## config.mk

```make
export PLATFORM = sky130hd
export DESIGN_NAME = program_memory_loader_flat
export DESIGN_NICKNAME = d
export VERILOG_FILES = /design/src/rtl/program_memory_loader_if.sv /design/src/rtl/program_memory_loader.sv /design/src/flat_wrapper.sv
export SDC_FILE = /design/constraint.sdc
export NUM_CORES = 1
export LEC_CHECK = 0
export CAP_MARGIN = 10
export CORE_ASPECT_RATIO = 1.25
export CORE_MARGIN = 2
export CORE_UTILIZATION = 55
export CTS_BUF_LIST = sky130_fd_sc_hd__clkbuf_4
export CTS_CLUSTER_DIAMETER = 80
export DETAILED_ROUTE_END_ITERATION = 7
export HOLD_SLACK_MARGIN = 0.12
export PLACE_DENSITY = 0.86
export SYNTH_ARGS = -nofsm -noshare
export SYNTH_HDL_FRONTEND = slang
export SYNTH_SLANG_ARGS = --single-unit
```

## constraint.sdc

```tcl
create_clock -name clk -period 2.3 [get_ports clk]
set_input_delay 0.345 -clock clk [delete_from_list [all_inputs] [get_ports clk]]
set_output_delay 0.345 -clock clk [all_outputs]
set_load 0.005 [all_outputs]
```

## src/rtl/program_memory_loader_if.sv

```systemverilog
// Byte-stream and program-memory write-port bundle for program_memory_loader.
//   byte_data/byte_valid : host -> loader stream byte and its qualifier
//   byte_ready           : loader -> host, byte consumed when valid & ready
//   we/waddr/wdata       : loader -> program memory write port (byte address)
// master = host/memory side, slave = loader side.
interface program_memory_loader_if;
  logic [7:0]  byte_data;
  logic        byte_valid;
  logic        byte_ready;
  logic        we;
  logic [31:0] waddr;
  logic [31:0] wdata;

  modport master (output byte_data, byte_valid, input byte_ready, we, waddr, wdata);
  modport slave  (input byte_data, byte_valid, output byte_ready, we, waddr, wdata);
endinterface

```

## src/rtl/program_memory_loader.sv

```systemverilog
// Program memory loader: takes a framed byte stream (LEN_HI, LEN_LO, N*4 payload
// bytes MSB first, XOR checksum byte), writes each assembled big-endian word to
// program memory and holds the CPU in reset until the frame is verified.
// Ports:
//   clk, reset (async, active low)
//   bus            : slave side of program_memory_loader_if (stream in, write port out)
//   start_i        : 1-cycle pulse, starts a load from IDLE/DONE/ERROR
//   words_loaded_o : words written in the current frame
//   cpu_hold_o     : 1 = keep processor in reset
//   done_o/error_o : frame outcome levels, cleared by the next start_i
module program_memory_loader #(
  parameter int          MEMORY_DEPTH = 32,
  parameter int          DATA_WIDTH   = 32,
  parameter logic [31:0] BASE_ADDRESS = 32'h0040_0000
) (
  input  logic                    clk,
  input  logic                    reset,
  program_memory_loader_if.slave  bus,
  input  logic                    start_i,
  output logic [15:0]             words_loaded_o,
  output logic                    cpu_hold_o,
  output logic                    done_o,
  output logic                    error_o
);
  typedef enum logic [2:0] {IDLE, LEN_HI, LEN_LO, DATA, CHECK, DONE, ERROR} state_e;

  localparam logic [15:0] DEPTH16 = 16'(MEMORY_DEPTH);

  state_e                  state_q, state_d;
  logic [15:0]             len_q, len_d;
  logic [DATA_WIDTH-1:0]   word_q, word_d;
  logic [1:0]              bcnt_q, bcnt_d;
  logic [7:0]              csum_q, csum_d;
  logic [15:0]             words_q, words_d;   // doubles as the write index
  logic                    we_q, we_d;
  logic [31:0]             waddr_q, waddr_d;
  logic [31:0]             wdata_q, wdata_d;
  logic                    hold_q, hold_d, done_q, done_d, err_q, err_d;
  logic                    ready, accept;
  logic [15:0]             n_full;
  logic [DATA_WIDTH-1:0]   word_next;

  always_comb begin
    ready     = (state_q == LEN_HI) || (state_q == LEN_LO) ||
                (state_q == DATA)   || (state_q == CHECK);
    accept    = ready & bus.byte_valid;
    n_full    = {len_q[15:8], bus.byte_data};
    word_next = {word_q[DATA_WIDTH-9:0], bus.byte_data};

    state_d = state_q;
    len_d   = len_q;
    word_d  = word_q;
    bcnt_d  = bcnt_q;
    csum_d  = csum_q;
    words_d = words_q;
    we_d    = 1'b0;
    waddr_d = waddr_q;
    wdata_d = wdata_q;
    hold_d  = hold_q;
    done_d  = done_q;
    err_d   = err_q;

    case (state_q)
      IDLE, DONE, ERROR: begin
        if (start_i) begin
          state_d = LEN_HI;
          len_d   = '0;
          word_d  = '0;
          bcnt_d  = '0;
          csum_d  = '0;
          words_d = '0;
          hold_d  = 1'b1;
          done_d  = 1'b0;
          err_d   = 1'b0;
        end
      end
      LEN_HI: if (accept) begin
        len_d[15:8] = bus.byte_data;
        state_d     = LEN_LO;
      end
      LEN_LO: if (accept) begin
        len_d = n_full;
        if (n_full > DEPTH16) begin
          state_d = ERROR;
          err_d   = 1'b1;
        end else if (n_full == 16'd0) begin
          state_d = CHECK;
        end else begin
          state_d = DATA;
        end
      end
      DATA: if (accept) begin
        word_d = word_next;
        csum_d = csum_q ^ bus.byte_data;
        bcnt_d = bcnt_q + 2'd1;
        if (bcnt_q == 2'd3) begin
          // Word complete: the write pulse is registered, so it appears the
          // cycle after the last byte even if the FSM moves to CHECK.
          we_d    = 1'b1;
          wdata_d = 32'(word_next);
          waddr_d = BASE_ADDRESS + {14'd0, words_q, 2'b00};
          words_d = words_q + 16'd1;
          if (words_q + 16'd1 == len_q) state_d = CHECK;
        end
      end
      CHECK: if (accept) begin
        if (bus.byte_data == csum_q) begin
          state_d = DONE;
          done_d  = 1'b1;
          hold_d  = 1'b0;
        end else begin
          state_d = ERROR;
          err_d   = 1'b1;
        end
      end
      default: state_d = IDLE;
    endcase
  end

  always_ff @(posedge clk or negedge reset) begin
    if (!reset) begin
      state_q <= IDLE;
      len_q   <= '0;
      word_q  <= '0;
      bcnt_q  <= '0;
      csum_q  <= '0;
      words_q <= '0;
      we_q    <= 1'b0;
      waddr_q <= BASE_ADDRESS;
      wdata_q <= '0;
      hold_q  <= 1'b0;
      done_q  <= 1'b0;
      err_q   <= 1'b0;
    end else begin
      state_q <= state_d;
      len_q   <= len_d;
      word_q  <= word_d;
      bcnt_q  <= bcnt_d;
      csum_q  <= csum_d;
      words_q <= words_d;
      we_q    <= we_d;
      waddr_q <= waddr_d;
      wdata_q <= wdata_d;
      hold_q  <= hold_d;
      done_q  <= done_d;
      err_q   <= err_d;
    end
  end

  assign bus.byte_ready = ready;
  assign bus.we         = we_q;
  assign bus.waddr      = waddr_q;
  assign bus.wdata      = wdata_q;
  assign words_loaded_o = words_q;
  assign cpu_hold_o     = hold_q;
  assign done_o         = done_q;
  assign error_o        = err_q;
endmodule

```

## src/flat_wrapper.sv

```systemverilog
// flat-port wrapper written by rule: the top's interface ports become plain ports
module program_memory_loader_flat 
#(
  parameter int          MEMORY_DEPTH = 32,
  parameter int          DATA_WIDTH   = 32,
  parameter logic [31:0] BASE_ADDRESS = 32'h0040_0000
)
  (clk, reset, start_i, words_loaded_o, cpu_hold_o, done_o, error_o, bus_byte_data, bus_byte_valid, bus_byte_ready, bus_we, bus_waddr, bus_wdata);
  program_memory_loader_if bus_i ();
  input  logic clk;
  input  logic reset;
  input  logic start_i;
  output logic [15:0] words_loaded_o;
  output logic cpu_hold_o;
  output logic done_o;
  output logic error_o;
  input wire logic [$bits(bus_i.byte_data)-1:0] bus_byte_data;
  input wire logic [$bits(bus_i.byte_valid)-1:0] bus_byte_valid;
  output wire logic [$bits(bus_i.byte_ready)-1:0] bus_byte_ready;
  output wire logic [$bits(bus_i.we)-1:0] bus_we;
  output wire logic [$bits(bus_i.waddr)-1:0] bus_waddr;
  output wire logic [$bits(bus_i.wdata)-1:0] bus_wdata;
  assign bus_i.byte_data = bus_byte_data;
  assign bus_i.byte_valid = bus_byte_valid;
  assign bus_byte_ready = bus_i.byte_ready;
  assign bus_we = bus_i.we;
  assign bus_waddr = bus_i.waddr;
  assign bus_wdata = bus_i.wdata;
  program_memory_loader #(.MEMORY_DEPTH(MEMORY_DEPTH), .DATA_WIDTH(DATA_WIDTH), .BASE_ADDRESS(BASE_ADDRESS)) u_core (.clk(clk), .reset(reset), .bus(bus_i), .start_i(start_i), .words_loaded_o(words_loaded_o), .cpu_hold_o(cpu_hold_o), .done_o(done_o), .error_o(error_o));
endmodule
```

==> results.cfg, run 1 <==
[cts]
clk_latency_ps = 530
cts.clk_slew.worst_paths_ps = 110
clock_sinks = 121
cts_buffer_depth = 2
tritoncts = yes
htree_levels = 4
cts_inserted_buffers = 17
cts-root-buf = clkbuf_4

[routing]
drcViolationCount = 0
drt_wl_total_mm = 15.1
wl_per_cell_um = 17.2
drt_pre_antenna_iters = 5
final_antenna_net_count = 0
viasPerCell = 5.87
drt_iter0_drc = 366
vias = 5167

[die]
io_pins = 97
core_area_sq_um = 10600
die-area_sq_um = 11700
dieWidth_um = 97.0
rows = 42
fp.dieH_um = 120
initial_core_util_pct = 56.2

[timing]
fin_crit_sh_pct = 95.3
period_needed_ps = 2190
worst_pin_slew_ps = 642
timing.fmax_ghz = 0.456
finalSetupViolations = 0
finClkSkew_ps = 13.7
rsz0062_at_grt = false
relSlewSlack_pct = 57.2
tns_ps = 0
slew_violations = 0
finalHoldViolCount = 0

[pwr]
power_density_nw_per_um2 = 799
total_power_mw = 5.90
leakage_nw = 3.44
peakVddDrop_mv = 0.397

[worst_setup_path]
path_delay_family = simple AND/OR/NAND/NOR gates
critPathBufInv = 0
worst-endpoint-required_ps = 2710
path_cells = ha_2, nand4_1, nor3_4, and4bb_2, o22ai_1, nor4_4, o211ai_1
max_stage_delay_ps = 400
end_kind = flop
cp-start-kind = flop
critPathKind = flop to flop
crit_fanout = 7
worst-endpoint-arrival_ps = 2610
cp_slowest_cell = nor4_4

[placed_design]
gp_congestion = 1.00
placed_area_sq_um = 7060
dp.final_hpwl_mm = 11.0
port_buffers = 80
place_inst = 843

[job]
maxCapViolations = 0

[grt]
grt_antenna_before_repair = 1
grt_max_degree = 58
grt.overflow.total = 0
grt_usage_pct = 26.3
grt_pass1_wl_mm = 24.4
first_global_vias = 4908

[synthesis]
avgSynthCellArea_sq_um = 9.47
synth-edff-count = 0
synth_cell_types = 57
yosys-top-cells-area = dfrtp_1, nand2_1, o21ai_0, mux2_2, a22o_1
ys_seq_area_share_pct = 51.0
yosys_warnings = 0
synth_top_area_cell = dfrtp_1
synthCells = 627
synth_ff_type = dfrtp_1
yosysTopAreaCellShare_pct = 51.0
async_flop_share_pct = 100
ys_ff_latch = 121
syn-cell-area_sq_um = 5940

[cells_and_area]
layout-drive-gt1-share_pct = 16.5
final_cells = 880
final_nets = 748
layout_common_cells = dfrtp_1, nand2_1, clkdlybuf4s50_1, o21ai_0, buf_4
postLayoutCoreUtil_pct = 69.9
area_growth_pct = 24.3
final_common_cell = dfrtp_1
final_area_sq_um = 7380

[run_status]
status = completed

[worst_hold_path]
hp-class = primary input to async pin
[cells by family (layout without fill, tap and decap cells)]
group | count (synthesis) | after routing | synth area share (%)
buffers and inverters | 83 | 189 | 6.68
muxes | 24 | 24 | 4.49
DFF | 121 | 121 | 51.0
other | 2 | 17 | 0.126
AOI/OAI and AO/OA | 144 | 144 | 15.2
adders and majority gates | 2 | 2 | 0.421
and+or+nand+nor | 229 | 229 | 18.9
xor gates and xnor gates | 22 | 22 | 3.24
[sequential cells by signal, summed over array words and instances (netlist names)]
name,count
u_core.bus.we,1
u_core.bcnt_q,2
u_core.word_q,24
u_core.state_q,3
u_core.bus.wdata,32
u_core.cpu_hold_o,1
u_core.bus.waddr,16
u_core.error_o,1
u_core.csum_q,8
u_core.done_o,1
u_core.words_loaded_o,16
u_core.len_q,16
[worst register-to-register path: stages, from the launching register on]
cell	delay, ps
dfrtp_1	380
ha_2	260
nand4_1	200
nor3_4	320
and4bb_2	280
o22ai_1	100
nor4_4	400
o211ai_1	130
[final timing paths]
path                                   endpoint  cells past startpoint                      from  slack [ps]
max                           u_core.state_q[1]                      7  u_core.words_loaded_o[1]         110
min in group clk           u_core.bus.wdata[28]                      2      u_core.bus.wdata[28]         490
max reg2reg                   u_core.state_q[1]                      7  u_core.words_loaded_o[1]         110
min                             u_core.len_q[4]                      2                     reset         270
max in group asynchronous  u_core.bus.wdata[26]                      3                     reset        1410
min reg2reg                u_core.bus.wdata[28]                      2      u_core.bus.wdata[28]         490
[per-layer routing]
metal / track usage, % / up-vias / wire (um)
met4: 13.0 / 0 / 583
met1: 33.3 / 2489 / 5740
met5: 0 / - / 0
met3: 5.09 / 55 / 1090
met2: 43.5 / 262 / 7690
li1: - / 2361 / -
[cell type report]
| class | instances | area [sq um] |
|---|---|---|
| repair buffers | 134 | 1240 |
| well taps | 132 | 165 |
| multi-input cells | 437 | 2580 |
| inverters | 23 | 86.3 |
| flip-flops and latches | 121 | 3030 |
| clock inverters | 13 | 130 |
| diodes | 1 | 2.50 |
| clock buffers | 19 | 143 |
| fillers | 801 | 3180 |
[repair_timing]
action	CTS	global route
endpoints found under the hold margin	121	0
setup buffers	1	2
gates resized for setup	2	4
setup endpoints to repair	1	17
hold buffers	1	0
pin swaps	0	3
[synth_stat cells, drive strengths merged, types with 4 or more instances]
master,count
dfrtp,121
nand2,116
o21ai,68
buf,36
nor2,33
nand3,27
clkbuf,24
inv,22
mux2,21
a22o,18
a21oi,17
xor2,16
nand4,9
nor4,9
a31oi,8
nand2b,8
o31ai,8
nor2b,7
xnor2,6
and3,4
nor3,4
[power breakdown]
group | switching (mW) | internal, mW | leakage [nW] | total (mW)
Clock | 0.809 | 0.656 | 0.138 | 1.46
Sequential | 0.281 | 2.54 | 1.51 | 2.82
Combinational | 0.677 | 0.942 | 1.79 | 1.62
[per-stage QoR]
step | hold slack, ps | setup WS, ps
after floorplan | 49.4 | 180
after global placement | 285 | -212
after detailed placement | 289 | -294
after CTS | 248 | 56.9
after global routing | 260 | 0.138
final | 270 | 107
Power figures use the tool's default switching activity.
==> inputs of run 2 (changes only) <==
MAX_ROUTING_LAYER = met4   (was unset)
==> run 2 against run 1 <==
Final cell count stayed put. Sequential power about the same. Utilization rose by 0.12 points. Routed wire length decreased by 1.0%. Register-to-register slack gained 30 ps. Hold slack gained 60 ps. Clock-buffer cell count did not move. Total power grew 1.7%. Fmax rose by 0.75%. Design area increased by 0.17%. Die area stayed put. Critical endpoint is now bus_byte_ready. Largest power group unchanged.
==> results.cfg, run 2 (synthesis gave the netlist of run 1 again) <==
[routing]
vias = 5078
drt_pre_antenna_iters = 4
wl_per_cell_um = 17.0
viasPerCell = 5.77
drcViolationCount = 0
drt_wl_total_mm = 15.0
final_antenna_net_count = 0
drt_iter0_drc = 329

[worst_setup_path]
worst-endpoint-arrival_ps = 1830
r2r_slack_ps = 140
r2r-start = u_core.words_loaded_o[1]
worst-endpoint-required_ps = 1960
cp-start-kind = flop
crit_fanout = 11
end_kind = output port
endpoint = bus_byte_ready
reg2regPathDepth = 7
crit_path_start = u_core.state_q[0]
critPathKind = flop to output port
reg2reg_to = u_core.state_q[2]

[cells_and_area]
final_cells = 880
layout-drive-gt1-share_pct = 16.3
final_nets = 749
final_area_sq_um = 7400
fillers = 772
layout_common_cells = dfrtp_1, nand2_1, clkdlybuf4s50_1, o21ai_0, buf_4
postLayoutCoreUtil_pct = 70.0
area_growth_pct = 24.5
largest_reg_flops = 32
final_common_cell = dfrtp_1

[timing]
finalHoldViolCount = 0
rsz0062_at_grt = false
period_needed_ps = 2180
finClkSkew_ps = 9.73
holdWs_ps = 330
fin_crit_sh_pct = 94.6
worst_pin_slew_ps = 685
finalSetupViolations = 0
relSlewSlack_pct = 54.3
slew_violations = 0
timing.fmax_ghz = 0.459

[grt]
grt_max_degree = 48
grt_antenna_before_repair = 1
grt_usage_pct = 27.6
grt.overflow.total = 0
first_global_vias = 4935
grt_pass1_wl_mm = 25.1

[pwr]
power_frac_seq_pct = 46.9
p_int_mw = 4.25
sw_frac_of_total_pct = 29.3
total_power_mw = 6.01
power_density_nw_per_um2 = 812
pwr-share-comb_pct = 27.0
p_switching_mw = 1.76
clock_power_share_pct = 26.1
leakage_nw = 3.46
peakVddDrop_mv = 0.386

[die]
io_pins = 97
initial_core_util_pct = 56.2
die-area_sq_um = 11700
dieWidth_um = 97.0
rows = 42
core_area_sq_um = 10600
fp.dieH_um = 120

[cts]
htree_levels = 4
tritoncts = yes
cts_buffer_depth = 2
cts_inserted_buffers = 17
clk_latency_ps = 520
cts-root-buf = clkbuf_4
clock_sinks = 121
cts.clk_slew.worst_paths_ps = 110

[worst_hold_path]
hp-class = primary input to async pin

[job]
maxCapViolations = 0

[placed_design]
placed_area_sq_um = 7060
gp_congestion = 0.951
place_inst = 844
dp.final_hpwl_mm = 10.8
port_buffers = 80

[run_status]
status = completed
run 2: changes by cell type in the layout (fill, tap and decap cells not counted), sizes merged:
cell | before | now
dlygate4sd2 | 1 | 0
inv | 22 | 23
clkdlybuf4s50 | 78 | 79
clkinvlp | 5 | 3
bufinv | 2 | 3
buf | 54 | 55
clkinv | 7 | 6
run 2: worst min path at each step:
stage / cells after the start / endpoint / startpoint / slack (ps)
final: 2 / u_core.bus.waddr[11] / reset / 330
after global routing: 2 / u_core.bus.waddr[11] / reset / 360
after CTS: 2 / u_core.bus.waddr[11] / reset / 340
after detailed placement: 1 / u_core.bus.waddr[11] / reset / 360
after global placement: 1 / u_core.bus.waddr[3] / reset / 350
after floorplan: 0 / u_core.bcnt_q[0] / reset / 50
run 2: layer usage:
layer / track usage (%) / wire (um)
met3: 3.82 / 696
met2: 46.5 / 7910
met1: 34.6 / 6120
met4: 9.60 / 233
met5: - / 0
run 2: critical path: stages, from the launching register on:
cell	delay (ps)
dfrtp_2	510
nor2_1	140
xnor2_1	130
clkdlybuf4s50_1	540
run 2: power by group through the flow:
| stage | Sequential (mW) | Clock, mW | Combinational, mW |
|---|---|---|---|
| final | 2.82 | 1.57 | 1.62 |
| after global routing | 2.87 | 1.67 | 1.78 |
| after CTS | 2.82 | 1.58 | 1.64 |
| after detailed placement | 2.85 | 0 | 1.63 |
| after global placement | 2.83 | 0 | 1.56 |
| after floorplan | 2.84 | 0 | 0.631 |
run 2: timing repair:
| item | 4_1_cts | 5_1_grt |
|---|---|---|
| gates resized for setup | 0 | 5 |
| hold buffers | 1 | 0 |
| endpoints found under the setup margin | 0 | 20 |
| hold endpoints to repair | 35 | 0 |
| setup buffers | 0 | 3 |
run 2: area by class of cell:
| cell class | count | area [sq um] | area share, % |
|---|---|---|---|
| Sequential cell | 121 | 3030 | 41.0 |
| Multi-Input combinational cell | 437 | 2580 | 34.9 |
| Timing Repair Buffer | 135 | 1240 | 16.7 |
| Tap cell | 132 | 165 | 2.23 |
| Clock inverter | 12 | 151 | 2.05 |
| Clock buffer | 19 | 143 | 1.93 |
| Inverter | 23 | 86.3 | 1.17 |
| Antenna cell | 1 | 2.50 | 0.0338 |
run 2: per-stage QoR:
step	setup WS (ps)	TNS [ps]
global placement	-205	-698
global route	4.29	0
CTS	11.0	0
detailed placement	-218	-2010
floorplan	180	0
finish	123	0
